### src/rtl/spec_pkg.sv
// Shared types and constants for the spectral denoise scheduling slice.
package spec_pkg;

  typedef enum logic [1:0] {
    IDLE = 2'd0,
    RUN  = 2'd1,
    GAP  = 2'd2
  } sched_state_t;

  localparam int SPEC_NFFT    = 1024;
  localparam int DN_TLAST_LAT = 1026;
  localparam int DN_MIN_GAP   = 3;

  // Counter width able to hold values 0 .. n-1.
  function automatic int cnt_width(input int n);
    return (n < 2) ? 1 : $clog2(n);
  endfunction

endpackage

### src/rtl/spec_frame_sched_if.sv
// Bank handshake between FFT writer, spectrum RAM read mux and the denoise stage.
interface spec_frame_sched_if;

  logic wr_frame_done;
  logic wr_bank;
  logic wr_stall;
  logic ifft_ready;
  logic dn_tlast;
  logic dn_enable;
  logic rd_bank;

  // Environment side: writer, downstream readiness, denoise feedback.
  modport master (
    output wr_frame_done,
    output ifft_ready,
    output dn_tlast,
    input  wr_bank,
    input  wr_stall,
    input  dn_enable,
    input  rd_bank
  );

  // Scheduler side.
  modport slave (
    input  wr_frame_done,
    input  ifft_ready,
    input  dn_tlast,
    output wr_bank,
    output wr_stall,
    output dn_enable,
    output rd_bank
  );

endinterface

### src/rtl/spec_bank_tracker.sv
// Ping-pong bank ownership: full flags, writer/reader pointers, overrun detection.
module spec_bank_tracker (
  input  logic clk,
  input  logic rst_n,
  input  logic wr_frame_done,
  input  logic release_bank,
  output logic wr_bank,
  output logic rd_bank,
  output logic wr_stall,
  output logic rd_full,
  output logic err_overrun
);

  logic [1:0] full_reg;
  logic [1:0] full_next;
  logic       wr_bank_reg;
  logic       wr_bank_next;
  logic       rd_bank_reg;
  logic       rd_bank_next;
  logic       err_overrun_reg;
  logic       err_overrun_next;
  logic       wr_accept;

  assign wr_stall  = full_reg[wr_bank_reg];
  assign wr_accept = wr_frame_done & ~wr_stall;

  // A set and a release in the same cycle always target different banks:
  // the reader's bank is full, so the writer cannot be pointing at it.
  generate
    for (genvar gi = 0; gi < 2; gi++) begin : g_bank
      assign full_next[gi] =
        (full_reg[gi] | (wr_accept && (wr_bank_reg == 1'(gi))))
        & ~(release_bank && (rd_bank_reg == 1'(gi)));
    end
  endgenerate

  always_comb begin
    wr_bank_next     = wr_bank_reg ^ wr_accept;
    rd_bank_next     = rd_bank_reg ^ release_bank;
    err_overrun_next = err_overrun_reg | (wr_frame_done & wr_stall);
  end

  always_ff @(posedge clk) begin
    if (!rst_n) begin
      full_reg        <= 2'b00;
      wr_bank_reg     <= 1'b0;
      rd_bank_reg     <= 1'b0;
      err_overrun_reg <= 1'b0;
    end else begin
      full_reg        <= full_next;
      wr_bank_reg     <= wr_bank_next;
      rd_bank_reg     <= rd_bank_next;
      err_overrun_reg <= err_overrun_next;
    end
  end

  assign wr_bank     = wr_bank_reg;
  assign rd_bank     = rd_bank_reg;
  assign rd_full     = full_reg[rd_bank_reg];
  assign err_overrun = err_overrun_reg;

endmodule

### src/rtl/spec_frame_sched.sv
// Denoise pass scheduler: starts a pass on a full bank when downstream is ready,
// releases the bank on tlast or watchdog expiry, then enforces the inter-frame gap.
module spec_frame_sched
  import spec_pkg::*;
#(
  parameter int NFFT_LOG2  = $clog2(SPEC_NFFT),
  parameter int GAP_CYCLES = DN_MIN_GAP + 1,
  parameter int TIMEOUT    = 1100
) (
  input  logic                clk,
  input  logic                rst_n,
  input  logic                sched_en,
  spec_frame_sched_if.slave   bus,
  output logic                busy,
  output logic [15:0]         frame_cnt,
  output logic                err_overrun,
  output logic                err_timeout
);

  // A misconfigured TIMEOUT or GAP_CYCLES is raised to the smallest safe value
  // so a nominal pass is never cut short and the pipeline always gets its gap.
  localparam int PASS_LEN = 1 << NFFT_LOG2;
  localparam int TMO_EFF  = (TIMEOUT > PASS_LEN + 2) ? TIMEOUT : PASS_LEN + 3;
  localparam int GAP_EFF  = (GAP_CYCLES >= DN_MIN_GAP) ? GAP_CYCLES : DN_MIN_GAP;
  localparam int WD_W     = cnt_width(TMO_EFF);
  localparam int GAP_W    = cnt_width(GAP_EFF);
  localparam logic [WD_W-1:0]  WD_LAST  = WD_W'(TMO_EFF - 1);
  localparam logic [GAP_W-1:0] GAP_LAST = GAP_W'(GAP_EFF - 1);

  sched_state_t     state_reg;
  sched_state_t     state_next;
  logic [WD_W-1:0]  wdog_reg;
  logic [WD_W-1:0]  wdog_next;
  logic [GAP_W-1:0] gap_cnt_reg;
  logic [GAP_W-1:0] gap_cnt_next;
  logic [15:0]      frame_cnt_reg;
  logic [15:0]      frame_cnt_next;
  logic             err_timeout_reg;
  logic             err_timeout_next;

  logic release_bank;
  logic pass_done;
  logic timeout_hit;
  logic rd_full;
  logic wr_bank;
  logic rd_bank;
  logic wr_stall;

  spec_bank_tracker u_bank (
    .clk           (clk),
    .rst_n         (rst_n),
    .wr_frame_done (bus.wr_frame_done),
    .release_bank  (release_bank),
    .wr_bank       (wr_bank),
    .rd_bank       (rd_bank),
    .wr_stall      (wr_stall),
    .rd_full       (rd_full),
    .err_overrun   (err_overrun)
  );

  always_ff @(posedge clk) begin
    if (!rst_n) begin
      state_reg <= IDLE;
    end else begin
      state_reg <= state_next;
    end
  end

  always_comb begin
    state_next   = state_reg;
    release_bank = 1'b0;
    pass_done    = 1'b0;
    timeout_hit  = 1'b0;
    case (state_reg)
      IDLE: begin
        if (sched_en && bus.ifft_ready && rd_full) begin
          state_next = RUN;
        end
      end
      RUN: begin
        // tlast takes priority over the watchdog in the same cycle.
        if (bus.dn_tlast) begin
          state_next   = GAP;
          release_bank = 1'b1;
          pass_done    = 1'b1;
        end else if (wdog_reg == WD_LAST) begin
          state_next   = GAP;
          release_bank = 1'b1;
          timeout_hit  = 1'b1;
        end
      end
      GAP: begin
        if (gap_cnt_reg == GAP_LAST) begin
          state_next = IDLE;
        end
      end
      default: begin
        state_next = IDLE;
      end
    endcase
  end

  always_comb begin
    wdog_next        = (state_reg == RUN) ? wdog_reg + 1'b1 : '0;
    gap_cnt_next     = (state_reg == GAP) ? gap_cnt_reg + 1'b1 : '0;
    frame_cnt_next   = frame_cnt_reg + 16'(pass_done);
    err_timeout_next = err_timeout_reg | timeout_hit;
  end

  always_ff @(posedge clk) begin
    if (!rst_n) begin
      wdog_reg        <= '0;
      gap_cnt_reg     <= '0;
      frame_cnt_reg   <= '0;
      err_timeout_reg <= 1'b0;
    end else begin
      wdog_reg        <= wdog_next;
      gap_cnt_reg     <= gap_cnt_next;
      frame_cnt_reg   <= frame_cnt_next;
      err_timeout_reg <= err_timeout_next;
    end
  end

  assign bus.wr_bank   = wr_bank;
  assign bus.rd_bank   = rd_bank;
  assign bus.wr_stall  = wr_stall;
  assign bus.dn_enable = (state_reg == RUN);
  assign busy          = (state_reg != IDLE);
  assign frame_cnt     = frame_cnt_reg;
  assign err_timeout   = err_timeout_reg;

endmodule

### src/flat_wrapper.sv
// flat-port wrapper written by rule: the top's interface ports become plain ports
module spec_frame_sched_flat import spec_pkg::*;
#(
  parameter int NFFT_LOG2  = $clog2(SPEC_NFFT),
  parameter int GAP_CYCLES = DN_MIN_GAP + 1,
  parameter int TIMEOUT    = 1100
)
  (clk, rst_n, sched_en, busy, frame_cnt, err_overrun, err_timeout, bus_wr_frame_done, bus_ifft_ready, bus_dn_tlast, bus_wr_bank, bus_wr_stall, bus_dn_enable, bus_rd_bank);
  spec_frame_sched_if bus_i ();
  input  logic clk;
  input  logic rst_n;
  input  logic sched_en;
  output logic busy;
  output logic [15:0] frame_cnt;
  output logic err_overrun;
  output logic err_timeout;
  input wire logic [$bits(bus_i.wr_frame_done)-1:0] bus_wr_frame_done;
  input wire logic [$bits(bus_i.ifft_ready)-1:0] bus_ifft_ready;
  input wire logic [$bits(bus_i.dn_tlast)-1:0] bus_dn_tlast;
  output wire logic [$bits(bus_i.wr_bank)-1:0] bus_wr_bank;
  output wire logic [$bits(bus_i.wr_stall)-1:0] bus_wr_stall;
  output wire logic [$bits(bus_i.dn_enable)-1:0] bus_dn_enable;
  output wire logic [$bits(bus_i.rd_bank)-1:0] bus_rd_bank;
  assign bus_i.wr_frame_done = bus_wr_frame_done;
  assign bus_i.ifft_ready = bus_ifft_ready;
  assign bus_i.dn_tlast = bus_dn_tlast;
  assign bus_wr_bank = bus_i.wr_bank;
  assign bus_wr_stall = bus_i.wr_stall;
  assign bus_dn_enable = bus_i.dn_enable;
  assign bus_rd_bank = bus_i.rd_bank;
  spec_frame_sched #(.NFFT_LOG2(NFFT_LOG2), .GAP_CYCLES(GAP_CYCLES), .TIMEOUT(TIMEOUT)) u_core (.clk(clk), .rst_n(rst_n), .sched_en(sched_en), .bus(bus_i), .busy(busy), .frame_cnt(frame_cnt), .err_overrun(err_overrun), .err_timeout(err_timeout));
endmodule
### config.mk
export PLATFORM = sky130hd
export DESIGN_NAME = spec_frame_sched_flat
export DESIGN_NICKNAME = d
export VERILOG_FILES = /design/src/rtl/spec_pkg.sv /design/src/rtl/spec_frame_sched_if.sv /design/src/rtl/spec_bank_tracker.sv /design/src/rtl/spec_frame_sched.sv /design/src/flat_wrapper.sv
export SDC_FILE = /design/constraint.sdc
export NUM_CORES = 1
export LEC_CHECK = 0
export CORE_AREA = 2 2 57 59
export CTS_BUF_LIST = sky130_fd_sc_hd__clkbuf_2
export CTS_CLUSTER_DIAMETER = 100
export DETAILED_ROUTE_END_ITERATION = 7
export DIE_AREA = 0 0 59 61
export PLACE_DENSITY = 0.83
export SYNTH_ARGS = -nofsm -noshare
export SYNTH_HDL_FRONTEND = slang
export SYNTH_SLANG_ARGS = --single-unit
### constraint.sdc
create_clock -name clk -period 4.55 [get_ports clk]
set_clock_uncertainty 0.15 [all_clocks]
set_input_delay 0.91 -clock clk [delete_from_list [all_inputs] [get_ports clk]]
set_output_delay 0.91 -clock clk [all_outputs]
set_load 0.05 [all_outputs]
Word-level counts from Yosys, hierarchy flattened
Index checks and enable logic that the tools add are counted.

word-level totals
  flip-flop bits (word level) = 37
  input bits = 6
  output and inout bits = 23
  logic and storage cells = 63

operators by class
  add/sub/neg operators = 3
  magnitude comparators = 2
  equality and inequality tests = 7
  multiplexer cells = 16
  bitwise operators = 15
  reduce and logical (&&, ||, !) cells = 11

operators with widths
  operator               number
  $add 16x1->16          1
  $add 11x1->11 const B  1
  $eq 11x11->1 const B   1
  $mux 1                 11
  $mux 2                 4
  $logic_and 1x1->1      6
  $pmux 2 s3             1
  $not 1->1              5
  $and 1x1->1            4
  $eq 2x2->1 const B     2
  $lt 1x2->1 const B     2
  $ne 2x1->1 const B     2
  $or 1x1->1             4
  $reduce_and 2->1       2
  $ne 3x2->1 const B     1
  $reduce_and 3->1       1
  $add 2x1->2 const B    1
  $eq 2x1->1 const B     1
  $logic_not 2->1        1
  $reduce_bool 2->1      1
  $xor 1x1->1            2

Logic depth before layout (Yosys ltp)
Gate-level depths: netlist of run 1.

  depth in word-level cells = 7
  depth in mapped cells = 7
  depth with buffers taken out = 7

Modules after synthesis
From an unflattened synthesis of run 1, not the netlist that was laid out.

second synthesis, totals
  cells, all modules = 180
  area total of the unflattened synthesis = 1,654.1 um^2

by module, submodules not included
  module             instances  cells an instance  area each (um^2)
  spec_frame_sched   1          156                1,417.6
  spec_bank_tracker  1          24                 236.5

Worst setup path before layout of run 1
No wires, ideal clock.

  path kind = reg-to-reg
  start = register u_core.state_reg[0]
  end = register u_core.frame_cnt_reg[10] (netlist: u_core.frame_cnt[10])
  setup time = 0.071 ns
  arrival time = 2.557 ns
  data required time = 4.329 ns
  setup slack = 1.772 ns
  cell stages (with the launch flop) = 8
  buffers on the path = 0
  clock period less this slack = 2.778 ns
  cells stage by stage = dfxtp_1 -> nor2b_1 -> and2_1 -> ha_1 -> ha_1 -> nand3_4 -> or4_1 -> a21oi_1

between the ends
  cells in the longest elaborated chain, start to end = 3

RTL lines
  element                 RTL line                 text
  start, declared         spec_frame_sched.sv:30   sched_state_t state_reg;
  start signal, assigned  spec_frame_sched.sv:65   state_reg <= state_next;
  $eq 2x1->1              n/a
  net bus_dn_enable       flat_wrapper.sv:22       output wire logic [$bits(bus_i.dn_enable)-1:0] bus_dn_enable;
  $mux 1                  spec_frame_sched.sv:74   case (state_reg)
  $add 16x1->16           spec_frame_sched.sv:106  frame_cnt_next = frame_cnt_reg + 16'(pass_done);
  end signal, assigned    spec_frame_sched.sv:119  frame_cnt_reg <= frame_cnt_next;
  end, declared           spec_frame_sched.sv:36   logic [15:0] frame_cnt_reg;

The timed path passes the listed nets, and every way through them passes these cells.
A chain may end at the register's enable or synchronous reset.

Final worst setup path of run 1
  start = register u_core.state_reg[0]
  end = output port bus_dn_enable

between the ends
  cells in the longest elaborated chain, start to end = 1

RTL lines
  element        RTL line                 text
  $eq 2x1->1     spec_frame_sched.sv:127  assign bus.dn_enable = (state_reg == RUN);
  end, declared  flat_wrapper.sv:22

No other way between the ends.

==> flow_metrics.py, run 1 <==
metrics = {
    "status": {
        "status": "finished clean",
    },
    "logic_synthesis": {
        "synth.ff_latch_count": 37,
        "yosysSeqAreaShare_pct": 45.1,
        "ys_types": 34,
        "yosys_warnings": 0,
        "synth_area_mm2": 0.00164,
        "synthesis.nets": 195,
        "syn_avg_cell_area_um2": 9.08,
        "postSynthCellCount": 181,
    },
    "clock_network": {
        "cts_hold_buf": 0,
        "cts.htree.levels": 2,
        "cts_sinks": 37,
        "cts_setup_buffers": 0,
        "ctsResizeCount": 0,
        "clk_latency_ps": 380,
        "clk_path_buf_depth": 2,
        "root_buffer": "clkbuf_2",
        "cts_buffers": 5,
        "tritoncts": "yes",
        "cts.clk_slew.worst_paths_ps": 170,
    },
    "timing": {
        "setup_viol": 0,
        "tightestPinTransition_ps": 540,
        "slew_viol_final": 0,
        "rsz0062_at_grt": "no",
        "period_share_pct": 65.0,
        "layout_min_cycle_time_ps": 2960,
        "hold_viol_final": 0,
        "relSlewSlack_pct": 63.5,
        "setup_ws_ps": 1590,
        "setup-tns-final_ps": 0,
        "fmaxAchievable_mhz": 338,
    },
    "critical_path": {
        "cp_slowest_stage_delay_ps": 870,
        "worstPathMaxFanout": 5,
        "required_ps": 3490,
        "critical_path.slowest_cell": "clkdlybuf4s50_1",
        "cp-end-kind": "primary output",
        "path_buf_inv": 1,
        "path_delay_family": "buffers and inverters",
        "crit_chain": "nor2b_1 -> clkdlybuf4s50_1",
        "crit_type": "flop to primary output",
        "critPathLaunchType": "flop",
        "cp.arrival_ps": 1900,
    },
    "global_routing": {
        "grt_pass1_vias": 1386,
        "grt_overflow_total": 0,
        "grt_use_total_pct": 21.5,
        "grt_pass1_wl_um": 5780,
        "antenna_found_initial": 0,
        "grt_max_degree": 16,
    },
    "placed_design": {
        "postPlaceCellArea_mm2": 0.00194,
        "io_buffers": 28,
        "hpwl_um": 2590,
        "pre_cts_ws_ps": 1530,
        "place.gp.congestion": 0.810,
        "dp_cells": 236,
    },
    "pwr": {
        "total_power_mw": 0.538,
        "p_leak_nw": 0.682,
        "power_density_mw_per_mm2": 272,
        "ir_drop_mv": 0.184,
    },
    "route": {
        "drtIter0Drc": 59,
        "routed_wl_um": 3430,
        "viasPerCell": 5.94,
        "route.detailed.drc": 0,
        "dr.pass1.iters": 4,
        "drt.antenna.violating_nets": 0,
        "via_count": 1449,
        "wire_per_inst_um": 14.1,
    },
    "final_layout": {
        "fin_nets": 224,
        "antennaDiodeCount": 0,
        "nFillCells": 245,
        "drive_above_1_share_pct": 5.69,
        "area_growth_pct": 20.4,
        "largest_reg_flops": 16,
        "final_cell_area_mm2": 0.00198,
        "stdcell_count": 244,
    },
    "worst_hold_path": {
        "min-delay-path-class": "flop to flop",
    },
    "die": {
        "core_mm2": 0.00295,
        "die_h_um": 61,
        "rows": 20,
        "io_pins": 29,
        "start_util_pct": 55.7,
        "die_w_um": 59,
        "die-area_mm2": 0.00360,
    },
    "job": {
        "cap_violations": 0,
    },
}
==> metrics by stage <==
step | utilization, % | hold slack (ps)
5_1_grt | 67.0 | 319
3_3_place_gp | 65.7 | 258
6_report | 67.0 | 292
3_5_place_dp | 65.7 | 277
2_1_floorplan | - | 247
4_1_cts | 67.0 | 299
==> cells in the mapped netlist <==
| cell type | n | area [µm²] |
|---|---|---|
| dfxtp_1 | 37 | 741 |
| a21oi_1 | 14 | 70.1 |
| nor2_1 | 14 | 52.6 |
| nand2_1 | 12 | 45.0 |
| inv_1 | 9 | 33.8 |
| nand3_1 | 9 | 45.0 |
| ha_1 | 8 | 100 |
| o31ai_1 | 8 | 60.1 |
| or4_1 | 7 | 52.6 |
| o21ai_0 | 6 | 30.0 |
| and2_1 | 5 | 31.3 |
| mux2i_1 | 5 | 50.1 |
| nand4_1 | 5 | 31.3 |
| or3_1 | 5 | 31.3 |
| nand2b_1 | 4 | 25.0 |
| nor4_1 | 4 | 25.0 |
| clkbuf_1 | 3 | 11.3 |
| nor2b_1 | 3 | 18.8 |
| xnor2_1 | 3 | 26.3 |
| xor2_1 | 3 | 26.3 |
| buf_2 | 2 | 10.0 |
| nor3_1 | 2 | 10.0 |
| nor4b_1 | 2 | 17.5 |
| a41oi_1 | 1 | 8.76 |
| and3_1 | 1 | 6.26 |
| and4_1 | 1 | 8.76 |
| clkbuf_2 | 1 | 5.00 |
| mux2_2 | 1 | 11.3 |
| nand3_4 | 1 | 17.5 |
| nand4_2 | 1 | 12.5 |
| nand4b_1 | 1 | 8.76 |
| o22ai_1 | 1 | 6.26 |
| o2bb2ai_1 | 1 | 8.76 |
| or2_2 | 1 | 6.26 |
==> final cells by class <==
class	count	area [µm²]	area share (%)
multi-input cells	129	843	42.6
flip-flops and latches	37	741	37.4
repair buffers	28	280	14.2
well taps	33	41.3	2.09
inverters	9	33.8	1.71
clock buffers	6	30.0	1.52
clock inverters	2	10.0	0.506
==> layout by cell type (no fill, tap or decap), types with 6 or more instances in the layout <==
cell type	count
nor2_1	14
nand2_1	12
a21oi_1	14
clkdlybuf4s50_1	28
or4_1	7
nand3_1	9
clkbuf_2	6
inv_1	9
o31ai_1	8
o21ai_0	6
ha_1	8
dfxtp_1	37
==> power by group <==
group | switching, mW | internal (mW) | total (mW)
Clock | 0.107 | 0.0386 | 0.146
Sequential | 0.00480 | 0.330 | 0.335
Combinational | 0.0357 | 0.0214 | 0.0571
==> worst reg2reg max path, cell delays in order, from the launching register on <==
cell and delay (ps):
dfxtp_1 370, nor2b_1 280, and2_1 180, ha_1 200, ha_1 240, nand3_4 140
or4_1 530, a21oi_1 150
==> cells by family after synthesis <==
family / count (synthesis) / share of synthesized area, %
buffers and inverters: 15 / 3.65
adder cells (fa/ha/maj): 8 / 6.09
multiplexers: 6 / 3.73
flip-flops: 37 / 45.1
AO/OA/AOI/OAI: 31 / 11.2
XOR/XNOR: 6 / 3.20
AND/OR/NAND/NOR: 78 / 27.1
==> layer usage <==
metal	vias up	track usage [%]	part of all wire (%)
met1	689	23.0	41
met5	-	0	0
met3	8	6.82	5.0
li1	713	-	-
met2	39	38.7	52
met4	0	9.42	2.0
==> worst paths after layout <==
| check | startpoint | end | slack (ps) | cells after the start |
|---|---|---|---|---|
| setup reg to reg | u_core.state_reg[0]$_SDFFE_PN0P_ | u_core.frame_cnt[10]$_SDFF_PN0_ | 2270 | 7 |
| setup / recovery | u_core.state_reg[0]$_SDFFE_PN0P_ | bus_dn_enable | 1590 | 2 |
| hold reg to reg | u_core.gap_cnt_reg[0]$_SDFF_PN0_ | u_core.gap_cnt_reg[0]$_SDFF_PN0_ | 290 | 1 |
| hold / removal | u_core.gap_cnt_reg[0]$_SDFF_PN0_ | u_core.gap_cnt_reg[0]$_SDFF_PN0_ | 290 | 1 |
Power figures use the tool's default switching activity.
==> inputs of run 2 (changes only) <==
--- a/config.mk
+++ b/config.mk
@@ -5,12 +5,12 @@
 export SDC_FILE = /design/constraint.sdc
 export NUM_CORES = 1
 export LEC_CHECK = 0
-export CORE_AREA = 2 2 57 59
+export CORE_AREA = 2 2 59 61
 export CTS_BUF_LIST = sky130_fd_sc_hd__clkbuf_2
 export CTS_CLUSTER_DIAMETER = 100
 export DETAILED_ROUTE_END_ITERATION = 7
-export DIE_AREA = 0 0 59 61
-export PLACE_DENSITY = 0.83
+export DIE_AREA = 0 0 61 63
+export PLACE_DENSITY = 0.78
 export SYNTH_ARGS = -nofsm -noshare
 export SYNTH_HDL_FRONTEND = slang
 export SYNTH_SLANG_ARGS = --single-unit
==> constraint.sdc (replaced) <==
create_clock -name clk -period 3.05 [get_ports clk]
set_clock_uncertainty 0.15 [all_clocks]
set_input_delay 0.61 -clock clk [delete_from_list [all_inputs] [get_ports clk]]
set_output_delay 0.61 -clock clk [all_outputs]
set_load 0.05 [all_outputs]
==> flow_metrics.py, run 2 (synthesized netlist as in run 1, its figures left out) <==
metrics = {
    "clock_network": {
        "tritoncts": "yes",
        "cts_setup_buffers": 0,
        "clk_path_buf_depth": 2,
        "cts.htree.levels": 2,
        "clk_latency_ps": 360,
        "root_buffer": "clkbuf_2",
        "ctsResizeCount": 0,
        "cts_sinks": 37,
        "cts_hold_buf": 0,
        "cts.clk_slew.worst_paths_ps": 180,
        "cts_buffers": 5,
    },
    "final_layout": {
        "finish.utilization_pct": 61.6,
        "antennaDiodeCount": 0,
        "stdcell_count": 256,
        "area_growth_pct": 21.2,
        "final_common_cell": "dfxtp_1",
        "mostFrequentLayoutCells": "dfxtp_1, clkdlybuf4s50_1, nor2_1, a21oi_1, nand2_1",
        "fin_nets": 224,
        "nFillCells": 300,
        "drive_above_1_share_pct": 4.76,
        "largest_reg_flops": 16,
    },
    "timing": {
        "period_share_pct": 86.4,
        "hold_viol_final": 0,
        "rsz0062_at_grt": "no",
        "layout_min_cycle_time_ps": 2630,
        "slew_viol_final": 0,
        "tightestPinTransition_ps": 502,
        "relSlewSlack_pct": 66.5,
        "setup-tns-final_ps": 0,
        "fmaxAchievable_mhz": 380,
        "setup_ws_ps": 416,
        "setup_viol": 0,
    },
    "critical_path": {
        "crit_chain": "nor2b_1 -> clkdlybuf4s50_1",
        "path_delay_family": "buffers and inverters",
        "critical_path.slowest_cell": "clkdlybuf4s50_1",
        "path_buf_inv": 1,
        "crit_start": "u_core.state_reg[0]$_SDFFE_PN0P_",
        "cp.arrival_ps": 1870,
        "crit_type": "flop to primary output",
        "critPathLaunchType": "flop",
        "required_ps": 2290,
        "reg2reg_from": "u_core.state_reg[0]$_SDFFE_PN0P_",
        "reg2reg_slack_ps": 770,
        "worstRegToRegCells": 7,
        "worstPathMaxFanout": 5,
        "cp.depth": 2,
        "cp-endpoint": "bus_dn_enable",
        "cp-end-kind": "primary output",
        "cp_slowest_stage_delay_ps": 860,
        "worstReg2RegEnd": "u_core.frame_cnt[10]$_SDFF_PN0_",
    },
    "placed_design": {
        "dp_cells": 249,
        "place.gp.congestion": 0.772,
        "io_buffers": 28,
        "hpwl_um": 2420,
        "pre_cts_ws_ps": 308,
    },
    "die": {
        "die_h_um": 63,
        "die-area_mm2": 0.00384,
        "io_pins": 29,
        "core_mm2": 0.00323,
        "start_util_pct": 50.9,
        "die_w_um": 61,
        "rows": 21,
    },
    "route": {
        "routed_wl_um": 3180,
        "viasPerCell": 5.51,
        "drt.antenna.violating_nets": 0,
        "route.detailed.drc": 0,
        "via_count": 1410,
        "wire_per_inst_um": 12.4,
        "drtIter0Drc": 59,
        "dr.pass1.iters": 4,
    },
    "pwr": {
        "total_power_mw": 0.789,
        "ir_drop_mv": 0.238,
        "p_leak_nw": 0.672,
        "power_density_mw_per_mm2": 396,
    },
    "global_routing": {
        "grt_pass1_vias": 1307,
        "grt_overflow_total": 0,
        "grt_pass1_wl_um": 5530,
        "grt_use_total_pct": 18.7,
        "grt_max_degree": 16,
        "antenna_found_initial": 0,
    },
    "job": {
        "cap_violations": 0,
    },
    "worst_hold_path": {
        "hp-start": "u_core.gap_cnt_reg[0]$_SDFF_PN0_",
        "min-delay-path-class": "flop to flop",
    },
    "status": {
        "status": "finished clean",
    },
}
run 2: final cells by class:
type | count | area, µm² | share of cell area [%]
well taps | 46 | 57.6 | 2.89
flip-flops and latches | 37 | 741 | 37.2
clock inverters | 2 | 11.3 | 0.565
repair buffers | 28 | 280 | 14.1
clock buffers | 5 | 25.0 | 1.26
multi-input cells | 129 | 843 | 42.3
inverters | 9 | 33.8 | 1.70
run 2: power breakdown:
part / total [mW] / internal (mW) / switching [mW]
logic: 0.0856 / 0.0322 / 0.0535
registers: 0.500 / 0.493 / 0.00736
clock network: 0.203 / 0.0495 / 0.153
total: 0.789 / 0.575 / 0.214
run 2: how the worst min path moves through the flow:
stage	end	slack, ps	depth (start not counted)
final	u_core.gap_cnt_reg[0]$_SDFF_PN0_	290	1
after global routing	u_core.gap_cnt_reg[0]$_SDFF_PN0_	330	1
after CTS	u_core.gap_cnt_reg[0]$_SDFF_PN0_	300	1
after detailed placement	u_core.gap_cnt_reg[0]$_SDFF_PN0_	270	1
after global placement	u_core.gap_cnt_reg[0]$_SDFF_PN0_	260	1
after floorplan	u_core.gap_cnt_reg[0]$_SDFF_PN0_	250	1
run 2: per-layer routing:
metal  GRT usage [%]  vias to the layer above  wire (µm)
met1            22.1                      665       1350
met3            5.18                        5        114
li1                -                      708          -
met2            31.7                       32       1690
met4            6.52                        0         25
met5               0                        -          0
run 2: through the flow:
stage	instance area, µm²	hold WS (ps)
floorplan	1640	247
global placement	1960	255
detailed placement	1960	273
CTS	1990	295
global route	1990	327
finish	1990	292
